### src/rtl/mips_multicycle_control.sv
// Multicycle MIPS control unit: Moore sequencer for the shared-memory datapath,
// with memory-ready stalls, a retired-instruction counter and sticky trap flags.
module mips_multicycle_control #(
  parameter int CNT_W       = 32,
  parameter int STALL_LIMIT = 16
) (
  input  logic             clk,
  input  logic             rst,
  input  logic [5:0]       opcode,
  input  logic [5:0]       funct,
  input  logic             mem_ready,
  output logic             PCWrite,
  output logic             Branch,
  output logic             IorD,
  output logic             MemoryRead,
  output logic             MemoryWrite,
  output logic             IRWrite,
  output logic             MemoryToRegister,
  output logic             RegDst,
  output logic             RegisterWrite,
  output logic             ALUSrcA,
  output logic [1:0]       ALUSrcB,
  output logic [1:0]       ALUOp,
  output logic [1:0]       PCSource,
  output logic             instr_done,
  output logic [CNT_W-1:0] retired,
  output logic             illegal,
  output logic             mem_timeout,
  output logic [3:0]       state
);

  typedef enum logic [3:0] {
    IDLE    = 4'd0,
    FETCH   = 4'd1,
    DECODE  = 4'd2,
    MEMADR  = 4'd3,
    MEMRD   = 4'd4,
    MEMWB   = 4'd5,
    MEMWR   = 4'd6,
    EXEC    = 4'd7,
    RWB     = 4'd8,
    ADDI_EX = 4'd9,
    ADDI_WB = 4'd10,
    BRANCH  = 4'd11,
    JUMP    = 4'd12,
    TRAP    = 4'd13
  } state_t;

  localparam logic [5:0] OP_RTYPE = 6'h00;
  localparam logic [5:0] OP_LW    = 6'h23;
  localparam logic [5:0] OP_SW    = 6'h2B;
  localparam logic [5:0] OP_ADDI  = 6'h08;
  localparam logic [5:0] OP_BEQ   = 6'h04;
  localparam logic [5:0] OP_J     = 6'h02;

  localparam logic [5:0] FN_ADD = 6'h20;
  localparam logic [5:0] FN_SUB = 6'h22;
  localparam logic [5:0] FN_AND = 6'h24;
  localparam logic [5:0] FN_OR  = 6'h25;
  localparam logic [5:0] FN_SLT = 6'h2A;

  // Value of the wait counter on the last stalled cycle a memory state may absorb.
  localparam logic [7:0] LAST_WAIT = 8'(STALL_LIMIT - 1);

  state_t     curState;
  state_t     nextState;
  logic [7:0] waitCnt;
  logic       isLoad;
  logic       memState;
  logic       stallExpired;
  logic       legalFunct;
  logic       trapIllegal;
  logic       trapTimeout;

  assign state    = curState;
  assign memState = (curState == FETCH) || (curState == MEMRD) || (curState == MEMWR);
  // A completing access in the limit cycle wins, so the expiry needs mem_ready low.
  assign stallExpired = memState && !mem_ready && (waitCnt == LAST_WAIT);

  always_comb begin
    legalFunct = 1'b0;
    case (funct)
      FN_ADD, FN_SUB, FN_AND, FN_OR, FN_SLT: legalFunct = 1'b1;
      default:                               legalFunct = 1'b0;
    endcase
  end

  // NOTE: every signal driven here gets a default first so no path can infer a latch.
  always_comb begin
    nextState        = curState;
    trapIllegal      = 1'b0;
    trapTimeout      = 1'b0;
    PCWrite          = 1'b0;
    Branch           = 1'b0;
    IorD             = 1'b0;
    MemoryRead       = 1'b0;
    MemoryWrite      = 1'b0;
    IRWrite          = 1'b0;
    MemoryToRegister = 1'b0;
    RegDst           = 1'b0;
    RegisterWrite    = 1'b0;
    ALUSrcA          = 1'b0;
    ALUSrcB          = 2'b00;
    ALUOp            = 2'b00;
    PCSource         = 2'b00;
    instr_done       = 1'b0;

    case (curState)
      IDLE: nextState = FETCH;

      FETCH: begin
        MemoryRead = 1'b1;
        IRWrite    = mem_ready;
        PCWrite    = mem_ready;
        ALUSrcB    = 2'b01;
        if (mem_ready) begin
          nextState = DECODE;
        end else if (stallExpired) begin
          nextState   = TRAP;
          trapTimeout = 1'b1;
        end
      end

      DECODE: begin
        ALUSrcB = 2'b11;
        case (opcode)
          OP_RTYPE: begin
            if (legalFunct) begin
              nextState = EXEC;
            end else begin
              nextState   = TRAP;
              trapIllegal = 1'b1;
            end
          end
          OP_LW, OP_SW: nextState = MEMADR;
          OP_ADDI:      nextState = ADDI_EX;
          OP_BEQ:       nextState = BRANCH;
          OP_J:         nextState = JUMP;
          default: begin
            nextState   = TRAP;
            trapIllegal = 1'b1;
          end
        endcase
      end

      MEMADR: begin
        ALUSrcA   = 1'b1;
        ALUSrcB   = 2'b10;
        nextState = isLoad ? MEMRD : MEMWR;
      end

      MEMRD: begin
        MemoryRead = 1'b1;
        IorD       = 1'b1;
        if (mem_ready) begin
          nextState = MEMWB;
        end else if (stallExpired) begin
          nextState   = TRAP;
          trapTimeout = 1'b1;
        end
      end

      MEMWB: begin
        RegisterWrite    = 1'b1;
        MemoryToRegister = 1'b1;
        instr_done       = 1'b1;
        nextState        = FETCH;
      end

      MEMWR: begin
        MemoryWrite = 1'b1;
        IorD        = 1'b1;
        instr_done  = mem_ready;
        if (mem_ready) begin
          nextState = FETCH;
        end else if (stallExpired) begin
          nextState   = TRAP;
          trapTimeout = 1'b1;
        end
      end

      EXEC: begin
        ALUSrcA   = 1'b1;
        ALUOp     = 2'b10;
        nextState = RWB;
      end

      RWB: begin
        RegisterWrite = 1'b1;
        RegDst        = 1'b1;
        instr_done    = 1'b1;
        nextState     = FETCH;
      end

      ADDI_EX: begin
        ALUSrcA   = 1'b1;
        ALUSrcB   = 2'b10;
        nextState = ADDI_WB;
      end

      ADDI_WB: begin
        RegisterWrite = 1'b1;
        instr_done    = 1'b1;
        nextState     = FETCH;
      end

      BRANCH: begin
        ALUSrcA    = 1'b1;
        ALUOp      = 2'b01;
        Branch     = 1'b1;
        PCSource   = 2'b01;
        instr_done = 1'b1;
        nextState  = FETCH;
      end

      JUMP: begin
        PCWrite    = 1'b1;
        PCSource   = 2'b10;
        instr_done = 1'b1;
        nextState  = FETCH;
      end

      TRAP: nextState = TRAP;

      // Unused encodings park in TRAP so no strobe can fire from a corrupted state.
      default: nextState = TRAP;
    endcase
  end

  // NOTE: sequential state uses non-blocking assignments so every register samples pre-edge values.
  always_ff @(posedge clk or negedge rst) begin
    if (!rst) begin
      curState    <= IDLE;
      waitCnt     <= 8'd0;
      isLoad      <= 1'b0;
      retired     <= '0;
      illegal     <= 1'b0;
      mem_timeout <= 1'b0;
    end else begin
      curState <= nextState;

      if (nextState != curState) begin
        waitCnt <= 8'd0;
      end else if (memState && !mem_ready) begin
        waitCnt <= waitCnt + 8'd1;
      end

      if (curState == DECODE) begin
        isLoad <= (opcode == OP_LW);
      end

      if (instr_done) begin
        retired <= retired + CNT_W'(1);
      end

      if (trapIllegal) begin
        illegal <= 1'b1;
      end
      if (trapTimeout) begin
        mem_timeout <= 1'b1;
      end
    end
  end

endmodule

### config.mk
export PLATFORM = sky130hd
export DESIGN_NAME = mips_multicycle_control
export DESIGN_NICKNAME = d
export VERILOG_FILES = /design/src/rtl/mips_multicycle_control.sv
export SDC_FILE = /design/constraint.sdc
export NUM_CORES = 1
export LEC_CHECK = 0
export CELL_PAD_IN_SITES_DETAIL_PLACEMENT = 2
export CELL_PAD_IN_SITES_GLOBAL_PLACEMENT = 2
export CORE_MARGIN = 4
export CORE_UTILIZATION = 27
export DETAILED_ROUTE_END_ITERATION = 10
export PLACE_DENSITY = 0.85
export SYNTH_ARGS = -nofsm -noshare
export SYNTH_HDL_FRONTEND = slang
export SYNTH_SLANG_ARGS = --single-unit
### constraint.sdc
create_clock -name clk -period 2.4 [get_ports clk]
set_clock_uncertainty 0.2 [all_clocks]
set_input_delay 0.72 -clock clk [delete_from_list [all_inputs] [get_ports clk]]
set_output_delay 0.72 -clock clk [all_outputs]
set_load 0.01 [all_outputs]
# After elaboration in Yosys (flattened, before gate mapping)
# Cells that the tools add are included.
# W data, S select, Z words.
[op_classes]
n_addsub = 2
eq_ne = 24
n_mux = 31
n_reduce_logical = 19
[op_table]
columns = ["op", "count"]
rows = [
  ["$eq A6 B6 Y1 const B", 7],
  ["$add A32 B1 Y32 const B", 1],
  ["$pmux W4 S8", 1],
  ["$eq A4 B4 Y1 const B", 5],
  ["$mux W4", 5],
  ["$pmux W4 S5", 1],
  ["$eq A4 B3 Y1 const B", 4],
  ["$mux W8", 2],
  ["$mux W1", 15],
  ["$reduce_or A5 Y1", 3],
  ["$add A8 B1 Y8 const B", 1],
  ["$eq A4 B2 Y1 const B", 2],
  ["$eq A8 B4 Y1 const B", 1],
  ["$pmux W2 S2", 2],
  ["$reduce_or A2 Y1", 4],
  ["$eq A6 B2 Y1 const B", 1],
  ["$eq A6 B3 Y1 const B", 1],
  ["$eq A6 B4 Y1 const B", 1],
  ["$logic_not A6 Y1", 1],
  ["$pmux W1 S2", 3],
  ["$pmux W2 S3", 1],
  ["$reduce_or A3 Y1", 2],
  ["$reduce_or A6 Y1", 1],
  ["$eq A4 B1 Y1 const B", 1],
  ["8 further kinds", 10],
]
[word_totals]
reg_bits = 47
elab_cells = 82

# Depth between registers and ports, before layout
[depth]
ltp_word = 10
ltp_mapped = 7
mapped_depth_nobuf = 6

# Worst setup path after synthesis
# No wires, ideal clock.
[synth_timing]
path_type = "register to output"
startpoint = "reg curState[0], in the netlist state[0]"
endpoint = "out ALUOp[0]"
arrival_ns = 1.772
path_slack_ns = -0.292
stages_incl_launch_ff = 7
path_buffers = 4
cell_sequence = "dfrtp_1 > clkbuf_1 > clkbuf_1 > clkbuf_1 > nand2_1 > nor2_1 > buf_4"
[synth_via]
elab_chain_cells = 2
word_cells_on_any_way = 3
classes_between = "eq/ne (2); mux (1)"
[synth_rtl]
columns = ["item", "line_no", "text"]
rows = [
  ["start, declared", "65", "state_t curState;"],
  ["start signal, assigned", "240", "curState <= nextState;"],
  ["$eq A4 B4 Y1 / $eq A4 B3 Y1 (equally long branches)", "108", "case (curState)"],
  ["$pmux W2 S2 *", "108", ""],
  ["end, declared", "23", "output logic [1:0] ALUOp,"],
]
# Every way passes the cells marked *; elsewhere a longest branch is shown, timed or not.

# Worst setup path in the final report
[layout_timing]
startpoint = "reg curState[1], in the netlist state[1]"
endpoint = "reg waitCnt[0]"
[layout_via]
elab_chain_cells = 10
word_cells_on_any_way = 26
classes_between = "eq/ne (13); mux (6); reduce/logical (7)"
[layout_rtl]
columns = ["item", "line_no", "text"]
rows = [
  ["$eq A4 B1 Y1 / $eq A4 B3 Y1 (equally long branches)", "76, 108", ""],
  ["$logic_or A1 B1 Y1 (2 in a row)", "76", "assign memState = (curState == FETCH) || (curState == MEMRD) || (curState == MEMWR);"],
  ["$logic_and A1 B1 Y1", "78, 244", ""],
  ["$logic_and A1 B1 Y1", "78", "assign stallExpired = memState && !mem_ready && (waitCnt == LAST_WAIT);"],
  ["$mux W4", "118, 157, 176", ""],
  ["$mux W4, on equally long branches", "174, 116, 155", ""],
  ["$pmux W4 S8", "108", ""],
  ["$ne A4 B4 Y1", "242", "if (nextState != curState) begin"],
  ["$mux W8 / $reduce_bool A2 Y1 (equally long branches)", "-", ""],
  ["end signal, assigned", "245", "waitCnt <= waitCnt + 8'd1;"],
  ["end, declared", "67", "logic [7:0] waitCnt;"],
]
# Several ways; a longest one is shown, not always the timed one.
# A chain may end at the register's enable or synchronous reset.

==> out/metrics.yaml <==
status: "finished with violations"
violations: "negative setup slack"
die_width_um: 110
hold_violations: 0
yosys.area.top_type: "dfrtp_1"
drt_wl_total_mm: 13.6
leakage_uw: 0.00202
crit_path_end_kind: "flop"
synth_area_leaders: "dfrtp_1 (42%), xnor2_1 (7.1%), xor2_1 (5.3%)"
fmaxAchievable_ghz: 0.376
io_pins: 70
routed-via-count: 3004
tightestPinTransition_ns: 0.529
critPathRequiredTime_ns: 2.39
grt_max_degree: 39
worstPathCellList: "buf_6 -> buf_12 -> or3b_4 -> a211o_1 -> o41a_1 -> mux2i_4 -> buf_12 -> nor4_4"
ant_nets: 0
r2r_cells: 8
grt_pass1_vias: 3324
cts_tree: "done"
htree_levels: 2
cts_inserted_buffers: 5
core_sq_um: 10300
hpwl_mm: 8.23
io_buffers: 69
cap_violations: 0
wl_per_cell_um: 23.8
async_flop_share_pct: 100
crit_path_top_delay_cell: "o41a_1"
critical_path_class: "reg -> reg"
drcViolationCount: 0
clk_pin_slew_ns: 0.10
min_path_type: "in -> async"
grt_setup_unrepaired: "true"
slew_viol_final: 0
finalCriticalPeriod_ns: 2.66
drive_above_1_share_pct: 41.9
nFillCells: 1058
synthDistinctLibCells: 59
drt-initial-drc-count: 118
clockBufferDepth: 2
power_density_nw_per_um2: 946
grt_pass1_wl_mm: 19.5
crit_fanout: 6
antenna_found_initial: 0
crit_path_start_kind: "flop"
die_y_um: 110
clock_sinks: 47
synth_area_per_cell_sq_um: 9.70
syn_to_final_growth_pct: 69.9
synth_enable_flop_cells: 0
dp_slack_ns: -0.931
syn_nets: 309
synth_warnings: 0
diodes: 0
p_total_uw: 4550
root_buffer: "clkbuf_8"
final_nets: 450
grt_overflow_total: 0
routabilityCongestion: 0.767
setup_viol: 17
via_per_inst: 5.27
layout_setup_ws_ns: -0.263
r2r_setup_slack_ns: -0.26
clk_latency_ns: 0.32
crit_path_frequent_cell: "buf_12"
ir_worst_vdd_mv: 0.352
synth-seq-area-share_pct: 41.5
period_share_pct: 111
crit_arrival_ns: 2.66
grt_usage_pct: 19.6
synthFlopType: "dfrtp_1"
synth_cells: 292
synth_seq_cells: 47
rows: 37
synth_top_area_share_pct: 41.5
stdcell_count: 570
cpPeakStageDelay_ns: 0.46
slew_headroom_pct: 64.5
holdBufCountCts: 0
post-place-cells: 534
initial_core_util_pct: 27.6
drt-pass1-iter-count: 4
syn-cell-area_sq_um: 2830
die_area_sq_um: 12200
==> area by class of cell <==
| class | count | area, sq um | share of cell area (%) |
|---|---|---|---|
| clock inverters | 2 | 16.3 | 0.338 |
| well taps | 136 | 170 | 3.54 |
| multi-input cells | 220 | 1940 | 40.3 |
| flip-flops and latches | 47 | 1180 | 24.6 |
| repair buffers | 154 | 1410 | 29.3 |
| inverters | 5 | 21.3 | 0.442 |
| clock buffers | 6 | 72.6 | 1.51 |
==> critical path: cells and delay by family, from the launching register on <==
family	cells	cell delay, ns
and+or+nand+nor	2	0.45
AOI/OAI and AO/OA	2	0.80
muxes	1	0.21
buffers and inverters	3	0.43
DFF	1	0.45
==> layout by cell type (no fill, tap or decap), drive strengths merged, types with 5 or more instances in the layout <==
cell / synthesis / routed
nor4: 16 / 16
xor2: 17 / 17
nor2: 17 / 17
o21ai: 8 / 8
inv: 5 / 6
clkbuf: 14 / 7
xnor2: 23 / 23
and2: 5 / 5
nor3: 11 / 11
nand3: 14 / 14
nand2: 20 / 20
nand2b: 8 / 8
nand4: 7 / 7
dfrtp: 47 / 47
clkdlybuf4s50: 0 / 34
o21bai: 5 / 5
or2: 5 / 5
buf: 6 / 109
==> timing repair <==
item | 4_1_cts | 5_1_grt
endpoints found under the setup margin | 60 | 44
gates cloned | 1 | 1
setup buffers | 19 | 8
gates resized for setup | 145 | 70
pin swaps | 23 | 20
==> per-stage QoR <==
| stage | area, sq um | setup TNS (ns) | hold WS, ns | utilization (%) |
|---|---|---|---|---|
| 2_1_floorplan | 2870 | -0.264 | 0.224 | - |
| 3_3_place_gp | 4050 | -21.93 | 0.267 | 39.4 |
| 3_5_place_dp | 4050 | -26.35 | 0.278 | 39.4 |
| 4_1_cts | 4480 | -1.57 | 0.0756 | 43.5 |
| 5_1_grt | 4810 | -4.67 | 0.0634 | 46.8 |
| 6_report | 4810 | -3.14 | 0.0627 | 46.8 |
==> state kept, by name, indices dropped and copies added (netlist names) <==
register and flops:
illegal 1, mem_timeout 1, retired 32, isLoad 1, waitCnt 8, state 4
==> layer usage <==
metal / share of wire (%) / wire, um / vias up / GRT usage [%]
li1: - / - / 1338 / -
met1: 41 / 5570 / 1562 / 24.7
met2: 54 / 7270 / 83 / 36.1
met3: 3.1 / 425 / 21 / 1.86
met4: 2.4 / 323 / 0 / 3.78
met5: 0 / 0 / - / 0
==> cell usage after synthesis, types with 3 or more instances <==
| cell type | instances |
|---|---|
| dfrtp_1 | 47 |
| xnor2_1 | 23 |
| nand2_1 | 20 |
| nor2_1 | 17 |
| xor2_1 | 17 |
| nor4_1 | 16 |
| clkbuf_1 | 14 |
| nand3_1 | 14 |
| nor3_1 | 11 |
| nand2b_1 | 8 |
| nand4_1 | 7 |
| o21ai_0 | 7 |
| inv_1 | 5 |
| o21bai_1 | 5 |
| or2_2 | 5 |
| a211o_1 | 4 |
| a21oi_1 | 4 |
| and2_1 | 4 |
| and3_1 | 4 |
| and4_1 | 4 |
| a211oi_1 | 3 |
| a31oi_1 | 3 |
| nor2b_1 | 3 |
| nor3b_1 | 3 |
| or4_1 | 3 |
==> logic make-up (layout without fill, tap and decap cells) <==
group | Yosys count | after routing | share of synthesized area (%)
simple gates | 129 | 129 | 25.8
flops | 47 | 47 | 41.5
compound gates | 45 | 45 | 13.4
xor+xnor | 40 | 40 | 12.4
buf+inv | 25 | 167 | 4.15
mux | 4 | 4 | 1.90
fa+ha+maj | 2 | 2 | 0.883
==> path summary, 6_finish.rpt <==
kind                             startpoint           to
max in group asynchronous               rst   retired[6]
worst max register to register     state[1]   waitCnt[0]
worst min register to register  retired[31]  retired[31]
min in group clk                retired[31]  retired[31]
worst max-delay path               state[1]   waitCnt[0]
worst min-delay path                    rst       isLoad
==> report_power, final <==
| part | leakage [uW] | switching (uW) | internal [uW] | total, uW |
|---|---|---|---|---|
| sequential | 0.000580 | 163 | 885 | 1050 |
| combinational | 0.00140 | 1510 | 1480 | 2990 |
| clock | 0.0000418 | 306 | 210 | 516 |
No activity file was read; power rests on OpenSTA's default activity.
